**config.mk**
```make
export PLATFORM = sky130hd
export DESIGN_NAME = data_memory_mp
export DESIGN_NICKNAME = d
export VERILOG_FILES = /design/src/rtl/data_memory_mp.sv
export SDC_FILE = /design/constraint.sdc
export NUM_CORES = 2
export LEC_CHECK = 0
export ABC_AREA = 0
export BUFFER_PORTS_ARGS = -buffer_cell sky130_fd_sc_hd__buf_2
export CAP_MARGIN = 15
export CORE_MARGIN = 2
export CORE_UTILIZATION = 55
export CTS_CLUSTER_DIAMETER = 30
export DETAILED_ROUTE_END_ITERATION = 8
export MAX_ROUTING_LAYER = met4
export PLACE_DENSITY = 0.69
export SYNTH_ARGS = -nofsm -noshare
export SYNTH_HDL_FRONTEND = slang
export SYNTH_SLANG_ARGS = --single-unit
```
**constraint.sdc**
```tcl
create_clock -name clk -period 9.35 [get_ports clk]
set_clock_uncertainty 0.1 [all_clocks]
set_input_delay 0.4675 -clock clk [delete_from_list [all_inputs] [get_ports clk]]
set_output_delay 0.4675 -clock clk [all_outputs]
set_load 0.1 [all_outputs]
```
**src/rtl/data_memory_mp.sv**
```systemverilog
`default_nettype none
// ============================================================================
// Module   : data_memory_mp
// Brief    : Shared data memory with a byte-enabled CPU port, a FIFO-buffered
//            keyboard write channel, a registered VGA read port and a key shadow.
// Revision : 1.0 - initial release
// ============================================================================
module data_memory_mp #(
    parameter int DATA_W        = 32,
    parameter int DEPTH         = 64,
    parameter int KEY_WORD      = 10,
    parameter int KB_FIFO_DEPTH = 4
) (
    input  logic                             clk,
    input  logic                             rst_n,
    input  logic                             cpu_we,
    input  logic [DATA_W/8-1:0]              cpu_be,
    input  logic [31:0]                      cpu_addr,
    input  logic [DATA_W-1:0]                cpu_wd,
    output logic [DATA_W-1:0]                cpu_rd,
    input  logic                             kb_valid,
    output logic                             kb_ready,
    input  logic [$clog2(DEPTH)-1:0]         kb_addr,
    input  logic [DATA_W-1:0]                kb_data,
    input  logic                             vga_req,
    input  logic [31:0]                      vga_addr,
    output logic                             vga_valid,
    output logic [DATA_W-1:0]                vga_data,
    output logic [DATA_W-1:0]                key_code,
    output logic                             key_pending,
    input  logic                             key_ack,
    output logic [$clog2(KB_FIFO_DEPTH):0]   kb_level
);

    localparam int c_AW = $clog2(DEPTH);
    localparam int c_NB = DATA_W / 8;
    localparam int c_PW = $clog2(KB_FIFO_DEPTH);
    localparam int c_LW = c_PW + 1;

    logic [DATA_W-1:0] r_mem [DEPTH];

    logic [c_AW-1:0]   r_fifo_addr [KB_FIFO_DEPTH];
    logic [DATA_W-1:0] r_fifo_data [KB_FIFO_DEPTH];
    logic [c_PW-1:0]   r_wr_ptr;
    logic [c_PW-1:0]   r_rd_ptr;
    logic [c_LW-1:0]   r_level;

    logic              r_vga_valid;
    logic [DATA_W-1:0] r_vga_data;
    logic [DATA_W-1:0] r_key_code;
    logic              r_key_pending;

    logic [c_AW-1:0]   w_cpu_word;
    logic [c_AW-1:0]   w_vga_word;
    logic              w_cpu_in_range;
    logic              w_vga_in_range;
    logic              w_cpu_wr;
    logic              w_push;
    logic              w_pop;
    logic              w_ram_we;
    logic [c_AW-1:0]   w_ram_addr;
    logic [DATA_W-1:0] w_ram_wdata;
    logic [DATA_W-1:0] w_cpu_merged;
    logic              w_unused;

    assign w_cpu_word     = cpu_addr[c_AW+1:2];
    assign w_vga_word     = vga_addr[c_AW+1:2];
    assign w_cpu_in_range = (cpu_addr[31:c_AW+2] == '0);
    assign w_vga_in_range = (vga_addr[31:c_AW+2] == '0);
    assign w_unused       = ^{cpu_addr[1:0], vga_addr[1:0]};

    assign cpu_rd = w_cpu_in_range ? r_mem[w_cpu_word] : '0;

    // Any asserted cpu_we stalls the drain, even when the write itself is dropped.
    assign w_cpu_wr = cpu_we && w_cpu_in_range && (|cpu_be);
    assign kb_ready = (r_level < c_LW'(KB_FIFO_DEPTH));
    assign w_push   = kb_valid && kb_ready;
    assign w_pop    = (r_level != '0) && !cpu_we;

    always_comb begin
        w_cpu_merged = r_mem[w_cpu_word];
        for (int b = 0; b < c_NB; b++) begin
            if (cpu_be[b]) begin
                w_cpu_merged[b*8 +: 8] = cpu_wd[b*8 +: 8];
            end
        end
    end

    always_comb begin
        w_ram_we    = 1'b0;
        w_ram_addr  = w_cpu_word;
        w_ram_wdata = w_cpu_merged;
        if (w_cpu_wr) begin
            w_ram_we = 1'b1;
        end else if (w_pop) begin
            w_ram_we    = 1'b1;
            w_ram_addr  = r_fifo_addr[r_rd_ptr];
            w_ram_wdata = r_fifo_data[r_rd_ptr];
        end
    end

    // RAM and FIFO storage carry no reset; only control state is cleared.
    always_ff @(posedge clk) begin
        if (w_ram_we) begin
            r_mem[w_ram_addr] <= w_ram_wdata;
        end
        if (w_push) begin
            r_fifo_addr[r_wr_ptr] <= kb_addr;
            r_fifo_data[r_wr_ptr] <= kb_data;
        end
    end

    always_ff @(posedge clk or negedge rst_n) begin
        if (!rst_n) begin
            r_wr_ptr <= '0;
            r_rd_ptr <= '0;
            r_level  <= '0;
        end else begin
            if (w_push) begin
                r_wr_ptr <= r_wr_ptr + c_PW'(1);
            end
            if (w_pop) begin
                r_rd_ptr <= r_rd_ptr + c_PW'(1);
            end
            case ({w_push, w_pop})
                2'b10:   r_level <= r_level + c_LW'(1);
                2'b01:   r_level <= r_level - c_LW'(1);
                default: r_level <= r_level;
            endcase
        end
    end

    always_ff @(posedge clk or negedge rst_n) begin
        if (!rst_n) begin
            r_vga_valid <= 1'b0;
            r_vga_data  <= '0;
        end else begin
            r_vga_valid <= vga_req;
            if (vga_req) begin
                r_vga_data <= w_vga_in_range ? r_mem[w_vga_word] : '0;
            end
        end
    end

    always_ff @(posedge clk or negedge rst_n) begin
        if (!rst_n) begin
            r_key_code    <= '0;
            r_key_pending <= 1'b0;
        end else begin
            if (w_ram_we && (w_ram_addr == c_AW'(KEY_WORD))) begin
                r_key_code    <= w_ram_wdata;
                r_key_pending <= 1'b1;
            end else if (key_ack) begin
                r_key_pending <= 1'b0;
            end
        end
    end

    assign vga_valid   = r_vga_valid;
    assign vga_data    = r_vga_data;
    assign key_code    = r_key_code;
    assign key_pending = r_key_pending;
    assign kb_level    = r_level;

endmodule
`default_nettype wire

```
==> impl_metrics.toml <==
[clock_tree]
clock_tree.buffer_depth = 4
cts_tree = "done"
clkTransAtPathRegs_ns = 0.05
ctsResizeCount = 0
post_cts_buffers = 0
cts_sinks = 2273
cts_buffers = 462
clk_latency_ns = 0.99
htree_levels = 5
cts-root-buf = "clkbuf_16"

[synthesis]
ys_seq_area_share_pct = 65.27
async_reset_ff_share_pct = 3.212
synth-seq-cells = 2273
syn_inst = 5271
synth_edf_count = 2200
ys_types = 85
synth-compound-area-share_pct = 3.474
synth_fa_ha_area_share_pct = 0.07939
syn_nets = 5421
ys.flop_type = "edfxtp_1"
syn_avg_cell_area_um2 = 19.73
synth.cell_area_um2 = 104000
synth_top_family_by_area = "multiplexers"
yosysWarnings = 0
synthMuxAreaShare_pct = 26.70
synthSimpleGateAreaFrac_pct = 2.423
synthXorXnorAreaFrac_pct = 0.05052

[worst_setup_path]
required_ns = 10.10
critPathSlowestCell = "nand4bb_1"
worst_ep_arrival_time_ns = 6.65
cpMostUsedCell = "buf_4"
cpLargestDelayFamily = "buffers and inverters"
endpoint_kind = "flip-flop"
cp-start-kind = "flip-flop"
worst_path_largest_cell_delay_ns = 0.83
cp_num_buf_inv = 5
reg2reg_slack_ns = 3.44
path_class = "flip-flop to flip-flop"
path_cells = "nor3_1 > or2_1 > buf_4 > inv_2 > mux2_2 > nand4bb_1 > or2_1 > buf_4 > inv_4 > buf_4 > mux2_1"
crit_fanout = 42

[timing]
maxSlewViolCount = 0
fin_crit_ns = 5.906
rsz0062_at_grt = "false"
max_slew_margin_pct = 12.40
fin_ws_ns = 3.444
min_period_over_period_pct = 63.16
fmax_ghz = 0.1693
worstMarginPinSlew_ns = 1.314
holdWs_ns = 0.05614
hold_viol = 0
setup_violations = 0
fin_setup_tns_ns = 0

[place]
io_buffers = 241
place_congestion = 0.9150
dp_hpwl_mm = 195.8
pre_cts_ws_ns = 3.459
dp.cells = 7820

[routing]
drc_errors = 3
first_pass_iters = 9
routed_via_density = 7.315
drt-total-wl_mm = 351.6
initialDrtViolationCount = 10289
ant_nets = 0
routedWlPerCell_um = 40.10
dr_total_vias = 64148

[finish]
drive_gt1_share_pct = 38.88
area_delta_synth_final_pct = 20.81
layoutNonFillerInstCount = 8769
nets = 6027

[global_routing]
antenna_found_initial = 17
grt_pass1_vias = 63651
grt_pass1_wl_mm = 486.9
grt.total_usage_pct = 37.73
grt_start_max_net_pins = 102
overflow = 0

[run_status]
failed_checks = "design-rule violations"
status = "complete, but fails checks"

[pwr]
p_leak_nw = 42.02
peakVddDrop_mv = 0.2206
p_per_area_nw_per_um2 = 272.7

[floorplan]
rows = 159
fp.dieW_um = 438.9
die_area_um2 = 192600
fp.dieH_um = 438.9
core-area_um2 = 187800
ios = 246
start_util_pct = 55.39

[worst_hold_path]
hold_path.class = "input port to flip-flop"

[flow_run]
cap_violations = 0
==> report_power, final <==
part / switching [mW] / internal (mW)
combinational: 3.58 / 1.29
sequential: 0.185 / 12.8
clock: 5.46 / 11.0
==> state kept, by name (all words and copies together) (netlist names) <==
register	cells
key_code	32
r_rd_ptr	2
r_fifo_data	128
r_fifo_addr	24
key_pending	1
vga_data	32
vga_valid	1
kb_level	3
r_mem	2048
r_wr_ptr	2
==> what timing repair did <==
item | 4_1_cts | 5_1_grt
setup endpoints to repair | 0 | 0
hold endpoints to repair | 207 | 0
hold buffers | 82 | 0
==> layout by cell type (no fill, tap or decap), types with 49 or more instances in the layout <==
cell type	instances
a21oi_1	68
a22oi_1	111
buf_2	231
buf_4	202
bufinv_16	66
clkbuf_16	469
clkinv_1	54
clkinv_2	74
clkinvlp_4	59
dfrtp_1	71
dlygate4sd3_1	81
edfxtp_1	2200
mux2_2	91
mux2i_1	367
mux4_2	1013
nand2_1	97
nand3_1	49
nor2_1	73
nor2_4	68
o22ai_1	139
==> kinds of logic (layout without fill, tap and decap cells) <==
kind of cell | after synthesis | after routing
flops | 2273 | 2273
fa+ha+maj | 6 | 6
mux | 1494 | 1494
xor+xnor | 6 | 6
buf+inv | 450 | 1431
other cells | 0 | 22
simple gates | 504 | 504
compound gates | 538 | 538
==> area by class of cell <==
type                            count  area, µm²
Fill cell                       12093      62130
Antenna cell                       22      55.05
Sequential cell                  2273      67890
Clock buffer                      518      11940
Multi-Input combinational cell   2548      34850
Tap cell                         2495       3122
Inverter                           52      197.7
Timing Repair Buffer              540       3968
Clock inverter                    321       3647
==> layer usage <==
metal  vias to the layer above  routed length [µm]  global-route usage [%]  part of all wire [%]
li1                      24164                   -                       -                     -
met1                     33567              118800                   47.68                    34
met2                      5372              163600                   55.39                    47
met3                      1045               46200                   10.35                    13
met4                         0               23100                   21.72                   6.6
met5                         -                   0                       -                     0
==> through the flow <==
stage	area [µm²]	power [mW]	utilization [%]
2_1_floorplan	104000	15.88	-
3_3_place_gp	109100	17.69	58.08
3_5_place_dp	109100	17.82	58.08
4_1_cts	125500	34.14	66.83
5_1_grt	125600	34.99	66.91
6_report	125700	34.27	66.92
==> synthesized netlist by cell type, drive strengths merged, types with 6 or more instances <==
master / n / area share [%]
nor2b: 28 / 0.17
inv: 51 / 0.19
a221o: 13 / 0.13
and3: 19 / 0.11
a211oi: 15 / 0.11
a22oi: 111 / 0.80
and2: 9 / 0.054
o21ai: 74 / 0.36
o211ai: 6 / 0.043
clkbuf: 228 / 0.82
o221ai: 31 / 0.26
a32oi: 7 / 0.059
edfxtp: 2200 / 64
nor3: 47 / 0.23
nand2: 98 / 0.35
nand3b: 7 / 0.051
nor4: 28 / 0.17
mux4: 1013 / 22
or3: 19 / 0.11
nor2: 141 / 0.52
nand3: 51 / 0.25
o31ai: 13 / 0.094
nand4: 9 / 0.054
nand2b: 15 / 0.090
mux2i: 367 / 3.5
or2: 8 / 0.048
a21oi: 80 / 0.38
o22ai: 139 / 0.84
dfrtp: 73 / 1.8
mux2: 114 / 1.2
buf: 170 / 0.99
==> tightest hold or removal path, cell delays in order <==
cell and delay [ns]:
buf_2 0.22, o21ai_1 0.26, a221o_1 0.16
==> worst paths after layout <==
| kind | start | endpoint | depth (start not counted) |
|---|---|---|---|
| max | kb_level[0] | key_code[18] | 11 |
| max reg2reg | kb_level[0] | key_code[18] | 11 |
| min | cpu_be[3] | key_code[26] | 3 |
| max in group asynchronous | rst_n | vga_data[18] | 4 |
| min reg2reg | key_code[30] | key_code[30] | 1 |
| min in group asynchronous | rst_n | key_code[1] | 4 |
Note: power is estimated with default switching activity, not from simulation.
